$ cat src/rtl/imm_extend_queue.sv
// imm_extend_queue: registered immediate extender feeding a DEPTH-entry valid/ready FIFO
module imm_extend_queue #(
  parameter int IN_W     = 27,
  parameter int DATA_W   = 32,
  parameter int IMM_W    = 12,
  parameter int BR_SHIFT = 2,
  parameter int DEPTH    = 2,
  parameter int TAG_W    = 4
) (
  input  logic                         clk,
  input  logic                         rst_n,
  input  logic                         flush,
  input  logic                         in_valid,
  output logic                         in_ready,
  input  logic [IN_W-1:0]              num_in,
  input  logic [1:0]                   imm_src,
  input  logic [TAG_W-1:0]             in_tag,
  output logic                         out_valid,
  input  logic                         out_ready,
  output logic [DATA_W-1:0]            num_out,
  output logic [TAG_W-1:0]             out_tag,
  output logic [$clog2(DEPTH+1)-1:0]   count
);
  localparam int PTR_W = $clog2(DEPTH);
  localparam int CNT_W = $clog2(DEPTH+1);
  logic [DATA_W-1:0] data_mem [DEPTH];
  logic [TAG_W-1:0]  tag_mem  [DEPTH];
  logic [PTR_W-1:0]  wr_ptr, rd_ptr;
  logic [DATA_W-1:0] ext, zext8;
  logic [31:0]       rot_amt;
  logic              push, pop;
  assign in_ready  = count != CNT_W'(DEPTH);
  assign out_valid = count != '0;
  assign push      = in_valid && in_ready;
  assign pop       = out_valid && out_ready;
  assign num_out   = out_valid ? data_mem[rd_ptr] : '0;
  assign out_tag   = out_valid ? tag_mem[rd_ptr] : '0;
  // extend the immediate at push time; mode 11 is an 8-bit value rotated right by twice a 4-bit field
  always_comb begin
    zext8   = DATA_W'(num_in[7:0]);
    rot_amt = 32'({num_in[11:8], 1'b0}) % 32'(DATA_W);
    ext = imm_src == 2'b00 ? DATA_W'(num_in[IMM_W-1:0])
        : imm_src == 2'b01 ? {{(DATA_W-IMM_W){num_in[IMM_W-1]}}, num_in[IMM_W-1:0]}
        : imm_src == 2'b10 ? {{(DATA_W-IN_W){num_in[IN_W-1]}}, num_in} << BR_SHIFT
        : (zext8 >> rot_amt) | (zext8 << (32'(DATA_W) - rot_amt));
  end
  // storage carries no reset; flush suppresses the write so a dropped push leaves no trace
  always_ff @(posedge clk) begin
    if (push && !flush) begin
      data_mem[wr_ptr] <= ext;
      tag_mem[wr_ptr]  <= in_tag;
    end
  end
  // pointers and occupancy; flush outranks push and pop, pointers wrap naturally at DEPTH
  always_ff @(posedge clk or negedge rst_n) begin
    if (!rst_n) begin
      wr_ptr <= '0;
      rd_ptr <= '0;
      count  <= '0;
    end else if (flush) begin
      wr_ptr <= '0;
      rd_ptr <= '0;
      count  <= '0;
    end else begin
      wr_ptr <= wr_ptr + PTR_W'(push);
      rd_ptr <= rd_ptr + PTR_W'(pop);
      count  <= count + CNT_W'(push) - CNT_W'(pop);
    end
  end
endmodule

$ cat config.mk
export PLATFORM = sky130hd
export DESIGN_NAME = imm_extend_queue
export DESIGN_NICKNAME = d
export VERILOG_FILES = /design/src/rtl/imm_extend_queue.sv
export SDC_FILE = /design/constraint.sdc
export NUM_CORES = 1
export LEC_CHECK = 0
export ABC_AREA = 1
export BUFFER_PORTS_ARGS = -buffer_cell sky130_fd_sc_hd__buf_4
export CAP_MARGIN = 40
export CORE_ASPECT_RATIO = 0.8
export CORE_MARGIN = 1
export CORE_UTILIZATION = 55
export DETAILED_ROUTE_END_ITERATION = 7
export PLACE_DENSITY = 0.82
export SLEW_MARGIN = 0
export SYNTH_ARGS = -nofsm -noshare
export SYNTH_HDL_FRONTEND = slang
export SYNTH_SLANG_ARGS = --single-unit
$ cat constraint.sdc
create_clock -name clk -period 5 [get_ports clk]
set_input_delay 0 -clock clk [delete_from_list [all_inputs] [get_ports clk]]
set_output_delay 0 -clock clk [all_outputs]
set_load 0.005 [all_outputs]
# After elaboration in Yosys (flattened, before gate mapping)
# Memory sizes are Yosys's and may differ from the RTL's.
# Index checks and enable logic that the tools add are counted.
classes:
  n_addsub: 5
  n_eq_ne: 3
  n_shift: 2
  mux: 10
  bitwise_logic: 1
  n_reduce_logical: 6
op_table:
  columns: ["cell", "n"]
  rows:
  - ["$mux W32", 4]
  - ["$or A32 B32 Y32", 1]
  - ["$shl A8 B32 Y32", 1]
  - ["$shr A8 B5 Y32", 1]
  - ["$sub A6 B5 Y7 const A", 1]
  - ["$mux W1", 4]
  - ["$mux W4", 1]
  - ["$logic_and A1 B1 Y1", 3]
  - ["$add A1 B1 Y1", 2]
  - ["$add A2 B1 Y2", 1]
  - ["$eq A2 B1 Y1 const B", 1]
  - ["$eq A2 B2 Y1 const B", 1]
  - ["$logic_not A2 Y1", 1]
  - ["$mux W2", 1]
  - ["$ne A2 B2 Y1 const B", 1]
  - ["$reduce_bool A2 Y1", 1]
  - ["$sub A2 B1 Y2", 1]
  - ["$logic_not A1 Y1", 1]
totals:
  ff_bits: 4
  ramBits: 72
  inputBits: 38
  output_inout_bits: 40
  wordCells: 32
  memories: 2
memory_table:
  columns: ["memory", "words", "width", "read_ports", "rd_ports_with_merged_regs", "wr", "line_no", "source"]
  rows:
  - ["data_mem", 2, 32, 1, 0, 1, "26", "logic [DATA_W-1:0] data_mem [DEPTH];"]
  - ["tag_mem", 2, 4, 1, 0, 1, "27", "logic [TAG_W-1:0] tag_mem [DEPTH];"]

# Longest topological paths before layout
# Gate-level depths: netlist of the first run.
depth:
  depth_word: 6
  mapped_depth: 13
  ltp_nobuf: 11

# Least setup slack after synthesis of the first run
# OpenSTA, ideal clock, no wires.
synth_path:
  path_type: "flip-flop to flip-flop"
  startpoint: "register count[1]"
  endpoint: "memory data_mem[0][0], enable pin"
  setup_ps: 474
  t_arrival_ps: 3075
  required_time_ps: 4526
  slack_ps: 1451
  stages_incl_launch_ff: 4
  path_buffers: 0
  period_less_slack_ps: 3549
  cell_sequence: "dfrtp_1 nand2_1 nand2_1 nor3_1"
synth_between:
  elab_chain_cells: 5
synth_lines:
  columns: ["item", "line_no", "source"]
  rows:
  - ["start: declaration", "22", "output logic [$clog2(DEPTH+1)-1:0] count"]
  - ["start signal: assignment", "67", "count <= count + CNT_W'(push) - CNT_W'(pop);"]
  - ["$ne A2 B2 Y1", "32", "assign in_ready = count != CNT_W'(DEPTH);"]
  - ["via in_ready", "14", "output logic in_ready,"]
  - ["$logic_and A1 B1 Y1", "34", "assign push = in_valid && in_ready;"]
  - ["$logic_and A1 B1 Y1", "49", "if (push && !flush) begin"]
  - ["$mux W1", "49", null]
  - ["$mux W1 (not written as such)", "50", "data_mem[wr_ptr] <= ext;"]
  - ["end: declaration", "26", null]
# The timed path passes the listed nets, and every way through them passes these cells.

# Worst setup path in the final report of the first run
layout_path:
  startpoint: "register rd_ptr"
  endpoint: "output num_out[24]"
layout_between:
  elab_chain_cells: 2
layout_lines:
  columns: ["item", "line_no", "source"]
  rows:
  - ["start: declaration", "28", "logic [PTR_W-1:0] wr_ptr, rd_ptr;"]
  - ["start signal: assignment", "66", "rd_ptr <= rd_ptr + PTR_W'(pop);"]
  - ["$mem_v2 Z2 W32", null, null]
  - ["$mux W32", "36", "assign num_out = out_valid ? data_mem[rd_ptr] : '0;"]
  - ["end: declaration", "20", "output logic [DATA_W-1:0] num_out,"]
# Every way passes these cells.

==> results of run 1 <==
## final cells by class
cell class / count / area [um2] / share of cell area
clock buffer: 10 / 138 / 0.0266
multi-input combinational: 380 / 1750 / 0.338
tap: 105 / 131 / 0.0254
timing repair buffer: 89 / 698 / 0.135
clock inverter: 6 / 93.8 / 0.0182
sequential: 76 / 2260 / 0.438
inverter: 26 / 97.6 / 0.0189
## through the flow
stage	hold WS, ns	setup slack (ns)	utilization	cells
5_1_grt	0.0182	2.80	0.696	692
4_1_cts	0.00420	2.92	0.696	692
2_1_floorplan	-0.296	1.45	-	507
3_3_place_gp	-0.202	2.95	0.652	667
3_5_place_dp	-0.200	2.93	0.655	669
6_report	0.0145	2.90	0.696	692
## synth_stat cells, drive strengths merged
cell type    n  share of area
nand2      199           0.18
xnor2        1         0.0021
a31oi        2         0.0030
ha           3         0.0089
o21a         3         0.0053
edfxtp      72           0.51
inv         26          0.023
xor2         1         0.0021
dfrtp        4          0.024
o22ai        1         0.0015
nor2        38          0.041
nor3         4         0.0047
o211ai       1         0.0018
o21ai       21          0.025
clkbuf       9         0.0080
a22oi        3         0.0077
nand3       36          0.043
a21oi       65          0.078
buf         16          0.021
or2          1         0.0015
nor3b        1         0.0018
## sequential cells by signal, indices dropped and copies added (netlist names)
register	cells
wr_ptr	1
data_mem	64
tag_mem	8
count	2
rd_ptr	1
## logic make-up (layout without fill, tap and decap cells)
logic type      count (synthesis)  in the layout  synth area share
flops                          76             76             0.536
fa+ha+maj                       3              3           0.00890
compound gates                 96             96             0.122
simple gates                  279            279             0.276
buf+inv                        51            131            0.0525
xor+xnor                        2              2           0.00415
## metal layers
layer | wire (um) | up-vias | GRT usage
li1 | - | 1858 | -
met1 | 5280 | 1866 | 0.435
met2 | 5790 | 255 | 0.519
met3 | 1220 | 39 | 0.0644
met4 | 304 | 0 | 0.121
met5 | 0 | - | 0
## power by group through the flow
| stage | sequential [mW] | combinational [mW] | clock [mW] |
|---|---|---|---|
| after floorplan | 0.799 | 0.351 | 0 |
| after global placement | 0.798 | 0.631 | 0 |
| after detailed placement | 0.801 | 0.653 | 0 |
| after CTS | 0.787 | 0.660 | 0.537 |
| after global routing | 0.791 | 0.734 | 0.562 |
| final | 0.787 | 0.674 | 0.538 |
## worst min-delay path by stage
stage                    from             end  slack, ns  depth (start not counted)
floorplan               rst_n        count[0]      -0.30                          0
global placement        rst_n          rd_ptr      -0.20                          1
detailed placement      rst_n          rd_ptr      -0.20                          1
CTS                 num_in[5]  data_mem[1][7]      0.004                          3
global route        num_in[5]  data_mem[0][7]       0.02                          3
finish              num_in[5]  data_mem[1][7]       0.01                          3
## repair_timing
action | 4_1_cts | 5_1_grt
endpoints found under the setup margin | 0 | 0
hold buffers | 7 | 0
endpoints found under the hold margin | 16 | 0
## worst min-delay path, cell delays in order
cell	delay, ns
buf_4	0.11
nand2_1	0.06
nand3_1	0.09
==> impl_results.md, run 1 <==
- Post_cts resized: 0
- 1st-iter DRT viols: 425
- Inserted Diodes: 0
- Total Routing Usage GR: 0.323
- Crit path buf inv count: 3
- Die W: 99.9 um
- Most frequent cell on the critical path: buf_4
- TritonRoute pass-1 iters: 6
- CP Class: reg2out
- CTS clk-pin slew, worst paths: 0.09 ns
- Critical Path End Type: output port
- Vias: approximately 4000
- Buffer depth of the longest clock path: 2
- NumNets Final: 623
- Initial antenna violation count: 0
- Core Rows: 28
- CP Launch Point: rd_ptr
- Slew headroom: 0.448
- Post-Syn Area per Cell: 8.32 um2
- H-Tree Depth: 3
- Unique cell type count in the Yosys netlist: 32
- Post-synthesis cell area: ~4200 um2
- Routed Antenna Nets: 0
- Layout cells sized above 1: 0.208
- I/O Buffers: between 70 and 80
- Pwr dens: 387 nW/um2
- Outcome: complete, no violations
- Largest net degree at the start of global routing: 40
- TritonCTS Buffers: 9
- Yosys warns: 0
- Seq/Total Area, Yosys: 0.536
- Tmin final: roughly 2.1 ns
- Net Sw Power: 0.668 mW
- Final period utilization: 0.421
- Vias in the first global route: 3758
- Fill cells: roughly 560
- Crit-path slowest cell: inv_2
- Critical Path RT: approximately 5.0 ns
- Core footprint: 7430 um2
- Layout area overhead: 22.6%
- Routed WL: 12.6 mm
- Critical path's top delay family: buffers and inverters
- RePlAce Congestion: 0.959
- Power Total: between 1.5 and 2 mW
- Post-CTS setup repair buffer count: 0
- Final instance area: slightly above 5000 um2
- CP endpoint: num_out[24]
- Setup_tns: 0 ns
- VDD IR max: ~0.00031 V
- Internal: 1.33 mW
- Switching fraction of total power: 0.334
- FF-to-FF End: count[1]
- Post-DP HPWL: about 8.6 mm
- Max-cap violations: 0
- Most frequent cells in the layout: 191 x nand2_1, 81 x buf_4, 72 x edfxtp_1, 64 x a21oi_1, 36 x nand3_1
- Cells after Synth: 507
- First-pass GRT wire length: approximately 19 mm
- Hold Path Class: in2reg
- P_leak: 2.22 nW
- Final Hold Fails: 0
- Tightest Pin Transition: between 0.8 and 0.9 ns
- Critical path peak fanout: 38
- IO Count: approximately 80
- CTS sink cnt: 76
- Max-slew violation count: 0
- Crit path cell chain: buf_4 > inv_2 > nand2_1 > a21oi_1 > buf_4
- FF+latch count, synth: 76
- Clk_lat worst skew: 0.35 ns
- Seq pwr share: 0.394
- CP max stage delay: around 0.54 ns
- RSZ-0062 raised after global routing: no
- Placed inst area: 4870 um2
- Clock root buffer: clkbuf_8
- Worst Skew: 0.0129 ns
- Post-synth net total: 548
- CTS tree: yes
- DR WL/cell: between 15 and 20 um
- Critical path depth: 5
- Reg-to-reg setup timing slack: 3.08 ns
- Clock network power share: 0.269
- Number of setup violations in the final report: 0
- GRT overflow: 0
- Comb power frac: 0.337
- R2R cell count: 8
- Die Footprint: 8020 um2
- Critical path arrival: roughly 2.1 ns
- R2R Path Start: count[1]
- Worst setup SP type: flop
- Commonest non-fill, non-tap cell in the layout: nand2_1
- Die Span Y: 80.3 um
- DRC: 0
- DR vias/cell: about 5.8
- Achievable Freq: around 480 MHz
- Initial Utilization: 0.568
Note: power is estimated with default switching activity, not from simulation.
==> run 2, diff against run 1 <==
- ABC_AREA: 1 -> 0
- CORE_UTILIZATION: 55 -> 51
- PLACE_DENSITY: 0.82 -> 0.8
- clock period: 5 -> 1.8 ns (I/O delays scaled with it)
==> run 2 against run 1 <==
Against the previous run: cell count down 12%; register-to-register slack worse by 2.9 ns; global-route usage down 5.9 points; worst setup slack worse by 2.8 ns; total power rose to 2.8 times the previous value; synthesized area up 2.6%; critical path type unchanged; largest cell class unchanged; highest routed layer unchanged.
==> impl_results.md, run 2 <==
- Tmin final: between 1.5 and 2 ns
- Fill cells: 615 (was 559)
- Inserted Diodes: 0 (unchanged)
- Final Hold Fails: 0 (unchanged)
- Largest area contributor in the netlist: edfxtp_1 (unchanged)
- Place WS: -0.102 ns (was 2.93 ns)
- H-Tree Depth: 3 (unchanged)
- Crit path cell chain: buf_12 > mux2i_1 > nor2_1 > buf_4 (was buf_4 > inv_2 > nand2_1 > a21oi_1 > buf_4)
- Yosys warns: 0 (unchanged)
- Seq/Total Area, Yosys: 0.523 (was 0.536)
- Setup_tns: 0 ns (unchanged)
- First-pass GRT wire length: 18.0 mm (was 19.2 mm)
- Buffer depth of the longest clock path: 2 (unchanged)
- Achievable Freq: 599 MHz
- P_leak: 2.09 nW (was 2.22 nW)
- Gr busiest metal: met2 (unchanged)
- FF+latch count, synth: 76 (unchanged)
- Routed Antenna Nets: 0 (unchanged)
- Post-Layout Cell Count: 611 (was 692)
- Core Rows: 29 (was 28)
- Max-slew violation count: 0 (unchanged)
- Post-DP HPWL: 8.04 mm (was 8.62 mm)
- CP Class: reg2out (unchanged)
- Post_cts resized: 0 (unchanged)
- Layout area overhead: 26.7% (was 22.6%)
- Critical path peak fanout: 13 (was 38)
- Die Footprint: 8860 um2 (was 8020 um2)
- DR vias/cell: 6.06 (was 5.81)
- Worst Skew: 0.00884 ns (was 0.0129 ns)
- Setup WS post-layout: 0.132 ns (was 2.90 ns)
- Post-synthesis cell area: 4330 um2 (was 4220 um2)
- Total Routing Usage GR: 0.264 (was 0.323)
- Die W: 105 um (was 99.9 um)
- Hold Path Class: in2reg (unchanged)
- # placed instances: 587 (was 669)
- Routed WL: 11.1 mm (was 12.6 mm)
- DR WL/cell: 18.1 um (was 18.2 um)
- Vias in the first global route: 3560 (was 3758)
- Max reg flops: 64 (unchanged)
- IO Count: 78 (unchanged)
- Share of synthesized registers carrying an async set or reset: 0.0526 (unchanged)
- RePlAce Congestion: 0.963 (was 0.959)
- Clk_lat worst skew: 0.35 ns (about the same)
- Critical Path End Type: output port (unchanged)
- Initial antenna violation count: 0 (unchanged)
- TritonCTS Buffers: 9 (unchanged)
- Top cells by count, synth: 72 x edfxtp_1, 60 x nor2_1, 50 x mux2i_1 (was 191 x nand2_1, 72 x edfxtp_1, 64 x a21oi_1)
- Outcome: complete, no violations (unchanged)
- Top-area cell type share of the netlist area: 0.499 (was 0.513)
- Unique cell type count in the Yosys netlist: 50 (was 32)
- CTS clk-pin slew, worst paths: 0.08 ns (was 0.09 ns)
- Final period utilization: 0.927
- Die Span Y: 84.4 um (was 80.3 um)
- Routing usage on met3: 0.0668 (was 0.0644)
- Clock root buffer: clkbuf_8 (unchanged)
- Crit path buf inv count: 2 (was 3)
- Most frequent cells in the layout: 106 x buf_4, 72 x edfxtp_1, 59 x nor2_1, 50 x mux2i_1, 19 x o21ai_0 (was 191 x nand2_1, 81 x buf_4, 72 x edfxtp_1, 64 x a21oi_1, 36 x nand3_1)
- GRT overflow: 0 (unchanged)
- RSZ-0062 raised after global routing: no (unchanged)
- Slew headroom: 0.540 (was 0.448)
- Core footprint: 8090 um2 (was 7430 um2)
- VDD IR max: 0.00113 V (was 0.000308 V)
- Worst setup SP type: flop (unchanged)
- Fin Hold WS: 0.0138 ns (was 0.0145 ns)
- CTS sink cnt: 76 (unchanged)
- Critical Path RT: 1.80 ns (was 5.00 ns)
- Most used DFF post-synth: edfxtp_1 (unchanged)
- 1st-iter DRT viols: 395 (was 425)
- CTS tree: yes (unchanged)
- Pwr dens: 1020 nW/um2 (was 387 nW/um2)
- NumNets Final: 539 (was 623)
- Crit-path slowest cell: dfrtp_2 (was inv_2)
- Tightest Pin Transition: 0.683 ns (was 0.827 ns)
- Cells after Synth: 399 (was 507)
- Count leader, synth: edfxtp_1 (was nand2_1)
- Met2 Use GR: 0.434 (was 0.519)
- Power Total: 5.61 mW (was 2.00 mW)
- Largest Register: data_mem (unchanged)
- I/O Buffers: 77 (unchanged)
- CP max stage delay: 0.66 ns (was 0.54 ns)
- Post-synth net total: 440 (was 548)
- Regs by FF count: data_mem: 64 flops, tag_mem: 8 flops, count: 2 flops (unchanged)
- Post-Syn Area per Cell: 10.9 um2 (was 8.32 um2)
- Critical path's top delay family: flip-flops (was buffers and inverters)
- EDFF count, synth: 72 (unchanged)
- Largest net degree at the start of global routing: 37 (was 40)
- Post-CTS setup repair buffer count: 0 (unchanged)
- Number of setup violations in the final report: 0 (unchanged)
- Layout cells sized above 1: 0.282 (was 0.208)
- Met1 GRT Util: 0.343 (was 0.435)
- Top cells by area, synth: edfxtp_1 50%, mux2i_1 12%, nor2_1 5.2% (was edfxtp_1 51%, nand2_1 17%, a21oi_1 7.6%)
- DRC: 0 (unchanged)
- TritonRoute pass-1 iters: 5 (was 6)
- Initial Utilization: 0.535 (was 0.568)
- Vias: 3704 (was 4018)
- Critical path arrival: 1.67 ns (was 2.10 ns)
- Commonest non-fill, non-tap cell in the layout: buf_4 (was nand2_1)
- Max-cap violations: 0 (unchanged)
run 2: changes by cell type after synthesis, sizes merged, moves of 6 or more:
cell	previous run	this run
a21oi	65	18
nor2	38	60
mux2i	0	50
inv	26	6
nand2	199	16
o211ai	1	7
a31oi	2	12
nand3b	0	6
nand3	36	10
run 2: tightest hold or removal path, delay by kind of cell:
| family | cells | cell delay (ns) |
|---|---|---|
| buffers and inverters | 1 | 0.08 |
| AO/OA/AOI/OAI | 2 | 0.14 |
run 2: cell type report:
class                      instances  area, um2  share of cell area
clock buffer                       9        124              0.0226
clock inverter                     7       57.6              0.0105
inverter                           7       26.3             0.00479
multi-input combinational        286       1920               0.350
sequential                        76       2260               0.413
tap                              108        135              0.0246
timing repair buffer             118        956               0.174
run 2: worst paths after layout:
| kind | depth (start not counted) | slack, ns | to | start |
|---|---|---|---|---|
| worst max register to register | 7 | 0.14 | count[0] | count[1] |
| worst min-delay path | 3 | 0.01 | data_mem[0][23] | num_in[21] |
| max in group asynchronous | 3 | 1.03 | rd_ptr | rst_n |
| min in group asynchronous | 3 | 0.56 | count[1] | rst_n |
| worst max-delay path | 4 | 0.13 | num_out[20] | rd_ptr |
| worst min register to register | 2 | 0.63 | wr_ptr | wr_ptr |
run 2: what timing repair did:
| action | in CTS | in global routing |
|---|---|---|
| hold buffers | 8 | 0 |
| setup endpoints to repair | 0 | 0 |
| hold endpoints to repair | 18 | 0 |
run 2: metal layers:
layer  vias to the layer above  routed length [um]
met5                         -                   0
met4                         0                 244
met3                        31                 824
met2                       199                5240
met1                      1765                4780
li1                       1709                   -
run 2: per-stage QoR:
stage	area, um2	util
5_1_grt	5480	0.678
2_1_floorplan	4380	-
4_1_cts	5480	0.678
3_3_place_gp	5220	0.645
3_5_place_dp	5220	0.645
6_report	5480	0.678
run 2: power by group:
part	switching (mW)	internal [mW]	leakage (nW)
Sequential	0.123	2.14	0.718
Clock	0.655	0.521	0.0886
Combinational	1.07	1.09	1.28
Total	1.85	3.76	2.09
run 2: logic make-up (layout without fill, tap and decap cells):
family / count (synthesis) / count (layout) / share of synthesized area
flops: 76 / 76 / 0.523
simple gates: 128 / 128 / 0.142
compound gates: 95 / 95 / 0.147
buf+inv: 37 / 141 / 0.0428
mux: 52 / 52 / 0.121
xor+xnor: 8 / 8 / 0.0162
fa+ha+maj: 3 / 3 / 0.00867
